<file path="src/rtl/riscv_pkg.sv">
// Shared types and constants for the RV32I fetch stage.
package riscv_pkg;

    localparam int unsigned XLEN = 32;
    localparam logic [31:0] NOP_INSTR = 32'h0000_0013;

    typedef enum logic [1:0] {
        FETCH_ISSUE = 2'd0,
        FETCH_WAIT  = 2'd1,
        FETCH_DROP  = 2'd2
    } fetch_state_e;

    typedef struct packed {
        logic [31:0]     instr;
        logic [XLEN-1:0] pc;
    } fetch_entry_t;

endpackage

</file>
<file path="src/rtl/fetch_hold_buf.sv">
// Single-entry skid buffer that parks a fetched instruction while Decode is stalled.
module fetch_hold_buf
    import riscv_pkg::*;
(
    input  logic         clk,
    input  logic         reset,
    input  logic         i_push,
    input  logic         i_pop,
    input  logic         i_clear,
    input  fetch_entry_t i_entry,
    output fetch_entry_t o_entry,
    output logic         o_full
);

    fetch_entry_t r_entry;
    logic         r_full;

    // Push and pop never coincide: pushes only happen while Decode is stalled.
    always_ff @(posedge clk) begin
        if (reset || i_clear) begin
            r_full <= 1'b0;
        end else if (i_push) begin
            r_full <= 1'b1;
        end else if (i_pop) begin
            r_full <= 1'b0;
        end
    end

    always_ff @(posedge clk) begin
        if (reset) begin
            r_entry <= '0;
        end else if (i_push) begin
            r_entry <= i_entry;
        end
    end

    assign o_entry = r_entry;
    assign o_full  = r_full;

endmodule

</file>
<file path="src/rtl/fetch_unit.sv">
// Instruction fetch stage and IF/ID register; single-outstanding imem requests.
// Optional FETCH_CHAIN_EN: issue the next request in the same cycle a response lands.
module fetch_unit
    import riscv_pkg::*;
#(
    parameter logic [XLEN-1:0] RESET_PC = 32'h0000_0000
) (
    input  logic            clk,
    input  logic            reset,
    input  logic            StallF,
    input  logic            StallD,
    input  logic            FlushD,
    input  logic            PCSrcE,
    input  logic [XLEN-1:0] PCTargetE,
    output logic            imem_req,
    output logic [XLEN-1:0] imem_addr,
    input  logic            imem_rvalid,
    input  logic [31:0]     imem_rdata,
    output logic [31:0]     InstrD,
    output logic [XLEN-1:0] PCD,
    output logic [XLEN-1:0] PCPlus4D,
    output logic            ValidD
);

    fetch_state_e    r_state;
    fetch_state_e    w_state_nxt;
    logic [XLEN-1:0] r_pcf;
    logic [XLEN-1:0] w_pcf_nxt;
    logic [XLEN-1:0] w_pcf_plus4;
    logic            w_req;
    logic [XLEN-1:0] w_addr;
    logic            w_resp_take;

    logic            w_hold_push;
    logic            w_hold_pop;
    logic            w_hold_full;
    fetch_entry_t    w_hold_entry;
    fetch_entry_t    w_resp_entry;

    logic [31:0]     r_instr_d;
    logic [XLEN-1:0] r_pc_d;
    logic [XLEN-1:0] r_pc_plus4_d;
    logic            r_valid_d;

    assign w_pcf_plus4 = r_pcf + XLEN'(4);

    always_ff @(posedge clk) begin
        if (reset) begin
            r_state <= FETCH_ISSUE;
            r_pcf   <= RESET_PC;
        end else begin
            r_state <= w_state_nxt;
            r_pcf   <= w_pcf_nxt;
        end
    end

    always_comb begin
        w_state_nxt = r_state;
        w_pcf_nxt   = r_pcf;
        w_req       = 1'b0;
        w_addr      = r_pcf;
        w_resp_take = 1'b0;
        case (r_state)
            FETCH_ISSUE: begin
                if (PCSrcE) begin
                    w_pcf_nxt = PCTargetE;
                end else if (!StallF && !w_hold_full) begin
                    w_req       = 1'b1;
                    w_state_nxt = FETCH_WAIT;
                end
            end
            FETCH_WAIT: begin
                if (imem_rvalid && PCSrcE) begin
                    w_pcf_nxt   = PCTargetE;
                    w_state_nxt = FETCH_ISSUE;
                end else if (imem_rvalid) begin
                    w_resp_take = 1'b1;
                    w_pcf_nxt   = w_pcf_plus4;
                    w_state_nxt = FETCH_ISSUE;
`ifdef FETCH_CHAIN_EN
                    if (!StallF && !StallD && !w_hold_full) begin
                        w_req       = 1'b1;
                        w_addr      = w_pcf_plus4;
                        w_state_nxt = FETCH_WAIT;
                    end
`endif
                end else if (PCSrcE) begin
                    w_pcf_nxt   = PCTargetE;
                    w_state_nxt = FETCH_DROP;
                end
            end
            FETCH_DROP: begin
                if (PCSrcE) begin
                    w_pcf_nxt = PCTargetE;
                end
                if (imem_rvalid) begin
                    w_state_nxt = FETCH_ISSUE;
                end
            end
            default: begin
                w_state_nxt = FETCH_ISSUE;
            end
        endcase
    end

    // Request outputs are forced to their idle values while reset is held.
    assign imem_req  = w_req && !reset;
    assign imem_addr = reset ? RESET_PC : w_addr;

    assign w_resp_entry = '{instr: imem_rdata, pc: r_pcf};
    assign w_hold_push  = w_resp_take && StallD && !FlushD;
    assign w_hold_pop   = w_hold_full && !StallD && !FlushD;

    fetch_hold_buf u_hold_buf (
        .clk     (clk),
        .reset   (reset),
        .i_push  (w_hold_push),
        .i_pop   (w_hold_pop),
        .i_clear (FlushD),
        .i_entry (w_resp_entry),
        .o_entry (w_hold_entry),
        .o_full  (w_hold_full)
    );

    // IF/ID register: flush beats stall; held entry beats a fresh response.
    always_ff @(posedge clk) begin
        if (reset) begin
            r_instr_d    <= NOP_INSTR;
            r_pc_d       <= '0;
            r_pc_plus4_d <= '0;
            r_valid_d    <= 1'b0;
        end else if (FlushD) begin
            r_instr_d <= NOP_INSTR;
            r_valid_d <= 1'b0;
        end else if (!StallD) begin
            if (w_hold_full) begin
                r_instr_d    <= w_hold_entry.instr;
                r_pc_d       <= w_hold_entry.pc;
                r_pc_plus4_d <= w_hold_entry.pc + XLEN'(4);
                r_valid_d    <= 1'b1;
            end else if (w_resp_take) begin
                r_instr_d    <= imem_rdata;
                r_pc_d       <= r_pcf;
                r_pc_plus4_d <= w_pcf_plus4;
                r_valid_d    <= 1'b1;
            end else begin
                r_instr_d <= NOP_INSTR;
                r_valid_d <= 1'b0;
            end
        end
    end

    assign InstrD   = r_instr_d;
    assign PCD      = r_pc_d;
    assign PCPlus4D = r_pc_plus4_d;
    assign ValidD   = r_valid_d;

endmodule

</file>
<file path="config.mk">
export PLATFORM = sky130hd
export DESIGN_NAME = fetch_unit
export DESIGN_NICKNAME = d
export VERILOG_FILES = /design/src/rtl/riscv_pkg.sv /design/src/rtl/fetch_hold_buf.sv /design/src/rtl/fetch_unit.sv
export SDC_FILE = /design/constraint.sdc
export NUM_CORES = 1
export LEC_CHECK = 0
export CAP_MARGIN = 20
export CORE_UTILIZATION = 45
export DETAILED_ROUTE_END_ITERATION = 10
export GPL_ROUTABILITY_DRIVEN = 0
export GPL_TIMING_DRIVEN = 1
export MAX_ROUTING_LAYER = met4
export PLACE_DENSITY = 0.71
export SETUP_SLACK_MARGIN = 0.4
export SLEW_MARGIN = 0
export SYNTH_ARGS = -nofsm -noshare
export SYNTH_HDL_FRONTEND = slang
export SYNTH_SLANG_ARGS = --single-unit
</file>
<file path="constraint.sdc">
create_clock -name clk -period 6 [get_ports clk]
set_clock_uncertainty 0.05 [all_clocks]
set_input_delay 1.2 -clock clk [delete_from_list [all_inputs] [get_ports clk]]
set_output_delay 1.2 -clock clk [all_outputs]
set_load 0.1 [all_outputs]
</file>
Word level (Yosys, flattened, before mapping)
Index checks and enable logic that the tools add are counted.
{ "word_totals": {"regBits": 196, "latch_bits": 0, "ramBits": 0, "rom_bits": 0, "input_bits": 71, "out_inout_bits": 130, "memories": 0} }
{ "classes": {"n_addsub": 2, "multipliers": 0, "div_mod_pow": 0, "order_cmp": 0, "eq_ne": 6, "n_shift": 0, "n_mux": 28, "bitwise": 2, "reduce_logical": 21} }
{ "op_table": {"columns": ["cell", "count"], "rows": [
  ["$mux W32", 10],
  ["$add A32 B3 Y32 const B", 2],
  ["$pmux W32 S2", 1],
  ["$mux W2", 6],
  ["$mux W1", 10],
  ["$logic_and A1 B1 Y1", 7],
  ["$ne A2 B2 Y1 const B", 3],
  ["$pmux W2 S3", 1],
  ["$reduce_bool A2 Y1", 3],
  ["$logic_not A1 Y1", 5],
  ["$ne A4 B4 Y1 const B", 1],
  ["$reduce_and A4 Y1", 1],
  ["$reduce_or A2 Y1", 2],
  ["$reduce_and A3 Y1", 1],
  ["$eq A2 B1 Y1 const B", 1],
  ["$eq A2 B2 Y1 const B", 1],
  ["$logic_not A2 Y1", 1],
  ["$not A1 Y1", 2],
  ["$logic_or A1 B1 Y1", 1]
]} }

Longest topological paths before layout
Gate-level depths: netlist of run 1.
{ "logic_depth": {"word_depth": 6, "ltp_mapped": 8} }

By module
Synthesis of run 1 repeated with hierarchy kept, for this count alone.
{ "hier_totals": {"hier_cells": 1166, "hier_area_um2": 10058.4} }
{ "modules_own_cells": {"columns": ["mod", "n_inst", "cells_each", "area_each_um2"], "rows": [
  ["fetch_unit", 1, 956, 7737.4],
  ["fetch_hold_buf", 1, 210, 2321.0]
]} }

Least setup slack after synthesis of run 1
Ideal clock, no wire load.
{ "synth_timing": {"path_type": "input-to-output", "from": "in PCSrcE", "to": "out imem_req", "t_arrival_ns": 3.299, "required_time_ns": 4.750, "path_slack_ns": 1.451, "path_stages": 4, "n_path_buf": 2, "cell_sequence": "clkbuf_1 > clkbuf_1 > or3_1 > nor2b_1"} }
{ "synth_between": {"elab_chain_len": 3} }
{ "synth_rtl": {"columns": ["item", "line_no", "source"], "rows": [
  ["start: declaration", "fetch_unit.sv:13", "input logic PCSrcE,"],
  ["$mux W1", "fetch_unit.sv:65", "if (PCSrcE) begin"],
  ["$mux W1", "fetch_unit.sv:63", "case (r_state)"],
  ["$logic_and A1 B1 Y1", "fetch_unit.sv:107", "assign imem_req = w_req && !reset;"],
  ["end: declaration", "fetch_unit.sv:15", "output logic imem_req,"]
]} }
Every way passes these cells.

Final worst setup path of run 1
{ "layout_timing": {"from": "in reset", "to": "out imem_addr[31]"} }
{ "layout_between": {"elab_chain_len": 1} }
{ "layout_rtl": {"columns": ["item", "line_no", "source"], "rows": [
  ["start: declaration", "fetch_unit.sv:9", "input logic reset,"],
  ["$mux W32", "fetch_unit.sv:108", "assign imem_addr = reset ? RESET_PC : w_addr;"],
  ["end: declaration", "fetch_unit.sv:16", "output logic [XLEN-1:0] imem_addr,"]
]} }
Every way passes these cells.

==> metrics, run 1 <==
status finished clean; global-route wire length before repair 48,300 um; worst path bufs/invs 2; netlist area before placement 9860 um2; relative slew slack 31.0%; mux cell area share after synthesis 5.17%; r2r endpoint PCPlus4D[11]; final WL 31,100 um; Register Area 3890 um2; depth of the CTS H-tree 4; Syn Area/Cell 7.87 um2; Wirelength per Cell 18.8 um; CORE AREA 21,200 um2; die area 22,500 um2; Tcrit/Tclk final 69.4%; First DRT Iteration DRCs 968; Max IR drop VDD 0.187 mV; Synth async-reset ratio 0%; # DRC 0; Crit path max-delay family buffers and inverters; crit-path max FO 69; Worst R2R Setup Slack 3.11 ns; Post-Synth Simple-Gate Area 26.4%; total CTS buffers 17; Power Density 233 nW/um2; I/O pin count 201; prevailing post-synth register cell dfxtp_1; CP max stage cell clkdlybuf4s50_1; clock tree buffer depth 2; Setup crit start kind primary input; Antenna diodes 0; clock slew at reported path FFs 0.07 ns; compound-gate portion of the synthesized area 20.9%; CP Capture Type output pin; via count 9,770; synthesized flop and latch total 194; worst-path cell chain buf_4 > nor2b_1 > clkdlybuf4s50_1; Worst Tran Pin Value 1.03 ns; largest net degree at the start of global routing 70; Final Util 58.5%; setup repair bufs after CTS 0; Critical Path Sink imem_addr[31]; CP peak stage delay 1.00 ns; RR Startpoint r_state[0]; # hold bufs at CTS 0; drt via density 5.92; initial antenna violation count 0; # clock sinks 194; Worst R2R Path Depth 5; die height 150 um; sequential area share after synthesis 39.4%; final hold vios 0; most frequent cells in the layout clkdlybuf4s50_1, dfxtp_1, nand2_1; GR Util All Layers 28.3%; Core Rows 53; CTS tree done; share of cells above drive strength 1 4.88%; Area Growth Syn to Fin 26.0%; P_leak 3.95 nW; CP Depth 3; Layout Nets 1,434; RSZ-0062 raised after global routing no; Syn Nets 1,326; # port buffers 200; vias in the first global route 8,890; WP data arrival 2.91 ns; First-pass DRT Iterations 6; setup TNS 0 ns; Syn Inst Count 1,253; Yosys warning total 0; worst-skew pair later-pin latency 0.43 ns; Max Fclk 0.240 GHz; DP Wirelength 21,200 um; Final Critical Period 4.16 ns; post-synthesis xor/xnor area fraction 2.31%; Multi-input gate area 5440 um2; Crit Path Category primary input to output pin; CTS Root Cell clkbuf_16; ANT nets after route 0; Critical Path RT 4.75 ns; number of synthesized flops with an enable pin 0; largest family of logic cells by synthesized area simple AND/OR/NAND/NOR gates; Critical Path Source reset; max-slew violations 0; Synth Area in Adders 0.254%; Hold Crit Class flip-flop to flip-flop; Die W 150 um; Overflow after GRT 0; post-cts resize count 0; commonest non-fill, non-tap cell in the layout clkdlybuf4s50_1; initial core utilization 46.5%; max-cap violation count 0; fillers 1,933; Setup Viol. Count Final 0; synth unique cells 55
## Yosys cell counts (all sizes together), types with 23 or more instances
cell type,n,area [um2]
mux2i,43,430
a21oi,117,586
dfxtp,194,3880
a211oi,32,240
clkbuf,101,379
nor4,29,196
nand3,37,185
nand2,187,702
nand2b,23,144
nor2,76,285
nor2b,62,388
buf,24,124
nor3,53,265
o21ai,34,170
a221oi,30,263
## where the power goes
group | internal [W] | total (W) | switching [W]
combinational | 0.000134 | 0.000381 | 0.000246
clock | 0.000568 | 0.00115 | 0.000586
sequential | 0.00131 | 0.00136 | 0.0000477
## worst register-to-register path: stages, from the launching register on
cell and delay [ns]:
dfxtp_1 0.71, nor4bb_2 0.31, buf_4 0.23, o21a_2 0.61, nand2_1 0.46, o32ai_1 0.43
## sequential cells by signal (all words and copies together) (netlist names)
name and cells:
InstrD 32, PCD 32, PCPlus4D 30, ValidD 1, r_pcf 32, r_state 2, u_hold_buf.o_entry 64, u_hold_buf.o_full 1
## routing by layer
metal	up-vias	track usage [%]	share of wire [%]
met3	45	4.70	6.3
met5	-	-	0
li1	4717	-	-
met4	0	8.94	2.4
met2	416	44.7	47
met1	4592	36.6	44
## cell type report
cell class              instances  area share [%]
well taps                     275            2.77
inverters                      12           0.363
flip-flops and latches        194            31.3
clock inverters                15            1.48
multi-input cells             922            43.8
repair buffers                214            16.9
clock buffers                  17            3.42
## metrics by stage
step / std cells / cell area, um2 / hold slack (ns) / setup WS [ns] / total power (W)
global placement: 1617 / 11800 / 0.388 / 1.86 / 0.00176
global route: 1649 / 12400 / 0.428 / 1.75 / 0.00299
floorplan: 1253 / 9860 / 0.383 / 1.45 / 0.00163
detailed placement: 1617 / 11800 / 0.397 / 1.81 / 0.00176
finish: 1649 / 12400 / 0.407 / 1.84 / 0.00289
CTS: 1649 / 12400 / 0.409 / 1.84 / 0.00291
## how the worst min path moves through the flow
stage,start,endpoint,cells past startpoint
4_1_cts,u_hold_buf.o_entry[32],u_hold_buf.o_entry[32],2
6_report,u_hold_buf.o_entry[1],u_hold_buf.o_entry[1],2
3_3_place_gp,u_hold_buf.o_entry[33],u_hold_buf.o_entry[33],2
5_1_grt,u_hold_buf.o_entry[41],u_hold_buf.o_entry[41],2
2_1_floorplan,u_hold_buf.o_entry[32],u_hold_buf.o_entry[32],2
3_5_place_dp,u_hold_buf.o_entry[34],u_hold_buf.o_entry[34],2
## logic make-up (layout without fill, tap and decap cells)
group                      Yosys count  after routing
adders and majority gates            2              2
muxes                               50             50
DFF                                194            194
and+or+nand+nor                    530            530
AOI/OAI and AO/OA                  314            314
buffers and inverters              137            258
xor gates and xnor gates            26             26
Note: power is estimated with default switching activity, not from simulation.
==> run 2, diff against run 1 <==
- PLACE_DENSITY: 0.71 -> 0.74
- clock period: 6 -> 3.55 ns (I/O delays scaled with it)
==> metrics, run 2 (synthesized netlist as in run 1, its figures left out) <==
status finished clean; CP peak stage delay 0.58 ns (-0.42 ns); largest net degree at the start of global routing 68 (-2.9%); GR Util All Layers 28.0% (-0.21 points); worst-path cell chain clkdlybuf4s50_1 > or3_1 > nor2b_2 > buf_12; CP max stage cell clkdlybuf4s50_1; total CTS buffers 17 (unchanged); CTS Root Cell clkbuf_16; Setup crit start kind primary input; met3 WL 2220 um (+13%); First-pass DRT Iterations 5 (-1); fillers 1,961 (+1.4%); Core Rows 53 (unchanged); CORE AREA 21,200 um2 (unchanged); # port buffers 200 (unchanged); Crit Path Category primary input to output pin; via count 10,000 (+2.5%); Worst R2R Setup Slack 0.97 ns (-2.14 ns); post-cts resize count 0 (unchanged); final WL 30,900 um (-0.64%); Worst Tran Pin Value 1.01 ns (-0.0290 ns); DP Wirelength 21,600 um (+1.7%); depth of the CTS H-tree 4 (unchanged); Critical Path RT 2.79 ns (-1.96 ns); Overflow after GRT 0 (unchanged); drt via density 6.02 (+1.5%); clock tree buffer depth 2 (unchanged); # clock sinks 194 (unchanged); most frequent cells in the layout dfxtp_1, nand2_1, clkdlybuf4s50_1; worst-skew pair later-pin latency 0.44 ns (about the same); clock slew at reported path FFs 0.07 ns (about the same); # DRC 0 (unchanged); final hold vios 0 (unchanged); First DRT Iteration DRCs 973 (+0.52%); max-cap violation count 0 (unchanged); setup repair bufs after CTS 0 (unchanged); max layer used met4; commonest non-fill, non-tap cell in the layout dfxtp_1; Placed Area 11,900 um2 (+0.67%); # hold bufs at CTS 0 (unchanged); share of cells above drive strength 1 12.6% (+7.7 points); initial core utilization 46.5% (unchanged); Antenna diodes 0 (unchanged); RSZ-0062 raised after global routing no; P_leak 4.17 nW (+5.3%); die area 22,500 um2 (unchanged); routed length on met2 14,400 um (-2.1%); Tcrit/Tclk final 80.8%; Setup Viol. Count Final 0 (unchanged); I/O pin count 201 (unchanged); Area Growth Syn to Fin 26.6%; Design Power 0.00491 W (+70%); initial antenna violation count 0 (unchanged); design area 12,500 um2 (+0.48%); worst hold margin 0.403 ns (-0.00397 ns); Power Density 393 nW/um2 (+69%); Max IR drop VDD 0.288 mV (+54%); vias in the first global route 9,089 (+2.2%); ANT nets after route 0 (unchanged); max-slew violations 0 (unchanged); Wirelength per Cell 18.5 um (-1.6%); relative slew slack 32.8% (+1.8 points); die height 150 um (unchanged); Die W 150 um (unchanged); Hold Crit Class flip-flop to flip-flop; Max Fclk 0.349 GHz; crit-path max FO 8 (-88%); Final Critical Period 2.87 ns; CTS tree done; Layout Nets 1,450 (+1.1%); global-route wire length before repair 48,000 um (-0.60%); number of flip-flops in the largest register 64 (unchanged); WP data arrival 2.11 ns (-0.80 ns); setup TNS 0 ns (unchanged); CP Capture Type output pin; wl on met1 13,200 um (-3.2%)
[run 2: path summary, 6_finish.rpt]
check	endpoint	cells past startpoint	startpoint
worst min-delay path	u_hold_buf.o_entry[36]	2	u_hold_buf.o_entry[36]
worst min register to register	u_hold_buf.o_entry[36]	2	u_hold_buf.o_entry[36]
worst max register to register	PCPlus4D[28]	6	r_pcf[3]
worst max-delay path	imem_req	4	PCSrcE
[run 2: per-layer routing]
layer | GRT usage (%) | vias to the layer above
li1 | - | 4754
met1 | 35.9 | 4722
met2 | 43.8 | 466
met3 | 4.12 | 75
met4 | 12.2 | 0
met5 | - | -
[run 2: critical path: cells and delay by family]
family | cells | cell delay [ns]
buffers and inverters | 2 | 0.77
and+or+nand+nor | 2 | 0.62
[run 2: final cells by class]
| class | count | area, um2 | area share, % |
|---|---|---|---|
| clock inverters | 14 | 161 | 1.29 |
| flip-flops and latches | 194 | 3890 | 31.1 |
| clock buffers | 18 | 429 | 3.44 |
| multi-input cells | 922 | 5520 | 44.2 |
| inverters | 12 | 45.0 | 0.361 |
| well taps | 275 | 344 | 2.76 |
| repair buffers | 230 | 2100 | 16.8 |
[run 2: per-stage QoR]
step	utilization, %	instances	setup slack (ns)
after floorplan	-	1253	0.194
after global placement	56.0	1633	0.688
after detailed placement	56.0	1633	0.585
after CTS	58.8	1665	0.701
after global routing	58.8	1665	0.655
final	58.8	1665	0.681
[run 2: power by group]
part | total (W) | internal (W) | switching, W | leakage [nW]
clock network | 0.00195 | 0.00101 | 0.000946 | 0.284
registers | 0.00228 | 0.00221 | 0.0000680 | 1.57
logic | 0.000674 | 0.000239 | 0.000435 | 2.31
==> run 3, diff against run 2 <==
- PLACE_DENSITY: 0.74 -> 0.71
- clock period: 3.55 -> 2.8 ns (I/O delays scaled with it)
==> metrics, run 3 (synthesized netlist as in run 1, its figures left out) <==
Wirelength per Cell 18.7 um (+0.70%); fillers 1,918 (-2.2%); Crit path max-delay family simple AND/OR/NAND/NOR gates; RSZ-0062 raised after global routing yes; relative slew slack 57.3% (+25 points); Power Density 492 nW/um2 (+25%); ANT nets after route 0 (unchanged); CORE AREA 21,200 um2 (unchanged); max-slew violations 0 (unchanged); worst hold endpoint u_hold_buf.o_full; Tcrit/Tclk final 82.0%; # port buffers 200 (unchanged); # DRC 0 (unchanged); GR Util All Layers 29.2% (+1.2 points); Area Growth Syn to Fin 31.3%; die height 150 um (unchanged); Setup crit start kind flip-flop; Placed Area 12,300 um2 (+3.5%); Hold Crit Class primary input to flip-flop; Crit Path Category flip-flop to flip-flop; final WL 31,600 um (+2.3%); clock tree buffer depth 2 (unchanged); Worst Tran Pin Value 0.635 ns (-0.371 ns); global-route wire length before repair 49,700 um (+3.5%); setup repair bufs after CTS 0 (unchanged); number of flip-flops in the largest register 64 (unchanged); CP max stage cell or3_1; die area 22,500 um2 (unchanged); CTS Root Cell clkbuf_16; initial core utilization 46.5% (unchanged); commonest non-fill, non-tap cell in the layout dfxtp_1; Overflow after GRT 0 (unchanged); worst hold margin 0.396 ns (-0.00748 ns); clock slew at reported path FFs 0.08 ns (about the same); P_leak 4.55 nW (+9.2%); via count 10,100 (+0.77%); Critical Path RT 3.07 ns (+0.28 ns); depth of the CTS H-tree 4 (unchanged); drt via density 5.97 (-0.84%); # clock sinks 194 (unchanged); final hold vios 0 (unchanged); most frequent cells in the layout dfxtp_1, nand2_1, buf_4; Worst R2R Setup Slack 0.51 ns (-0.46 ns); Antenna diodes 0 (unchanged); design area 12,900 um2 (+3.7%); CP peak stage delay 0.58 ns (about the same); share of cells above drive strength 1 17.9% (+5.3 points); First-pass DRT Iterations 7 (+2); worst-skew pair later-pin latency 0.45 ns (about the same); DP Wirelength 22,400 um (+4.0%); Worst R2R Path Depth 5 (-1); largest net degree at the start of global routing 62 (-8.8%); total CTS buffers 17 (unchanged); Final Critical Period 2.29 ns; crit-path max FO 8 (unchanged); Max IR drop VDD 0.369 mV (+28%); WP data arrival 2.57 ns (+0.46 ns); worst path bufs/invs 0 (-2); max-cap violation count 0 (unchanged); vias in the first global route 9,327 (+2.6%); RR Startpoint r_pcf[12]; Core Rows 53 (unchanged); status finished clean; fin worst setup slack 0.505 ns (-0.176 ns); CP Capture Type flip-flop; pre-CTS setup slack 0.163 ns (-0.421 ns); Die W 150 um (unchanged); I/O pin count 201 (unchanged); Setup Viol. Count Final 0 (unchanged); hold_sp StallD; First DRT Iteration DRCs 836 (-14%); Hold Path Depth 2 (unchanged); Final Util 61.0% (+2.2 points); CTS tree done; initial antenna violation count 0 (unchanged); Max Fclk 0.436 GHz; worst-path cell chain nand4_1 > or3_1 > o31a_1 > o21ai_0 > a31oi_1; Layout Nets 1,477 (+1.9%); r2r endpoint PCPlus4D[23]
==> run 3: cell types whose count changed in the layout (fill, tap and decap cells not counted), sizes merged <==
cell | before | now
inv | 20 | 18
clkbuf | 18 | 17
bufinv | 1 | 2
clkinv | 3 | 5
clkdlybuf4s50 | 134 | 67
buf | 96 | 189
dlygate4sd2 | 0 | 1
==> run 3: layer usage <==
layer	vias to the layer above	global-route usage, %	wire [um]
met5	-	-	0
met4	0	12.0	1090
met3	84	5.61	2420
met2	473	44.6	14800
met1	4739	37.8	13200
li1	4798	-	-
==> run 3: worst max path at each step <==
stage | start | end | slack, ns | depth (start not counted)
after floorplan | reset | imem_addr[10] | -0.06 | 3
after global placement | PCSrcE | PCPlus4D[11] | 0.22 | 6
after detailed placement | PCSrcE | PCPlus4D[16] | 0.16 | 6
after CTS | r_pcf[6] | r_pcf[28] | 0.44 | 5
after global routing | u_hold_buf.o_entry[15] | PCPlus4D[24] | 0.33 | 5
final | r_pcf[12] | PCPlus4D[23] | 0.51 | 5
==> run 3: layout make-up <==
cell class	count	area, um2	area share (%)
tap	275	344	2.66
clock buffer	17	425	3.29
sequential	194	3890	30.1
timing repair buffer	257	2540	19.6
inverter	12	45.0	0.348
clock inverter	15	194	1.50
multi-input combinational	922	5510	42.5
==> run 3: through the flow <==
stage,setup TNS (ns),total power (W),std cells
after detailed placement,0,0.00386,1660
final,0,0.00638,1692
after global routing,0,0.00659,1692
after floorplan,-1.49,0.00350,1253
after global placement,0,0.00385,1660
after CTS,0,0.00640,1692
==> run 3: repair_timing <==
item / CTS / global route
hold endpoints to repair: 0 / 0
setup endpoints to repair: 1 / 12
pin swaps: 0 / 1
hold buffers: 0 / 0
gates resized for setup: 1 / 7
==> run 3: power by group <==
group          internal, W  switching [W]  total [W]
clock network      0.00137        0.00121    0.00257
logic             0.000345       0.000587   0.000932
registers          0.00280      0.0000661    0.00287
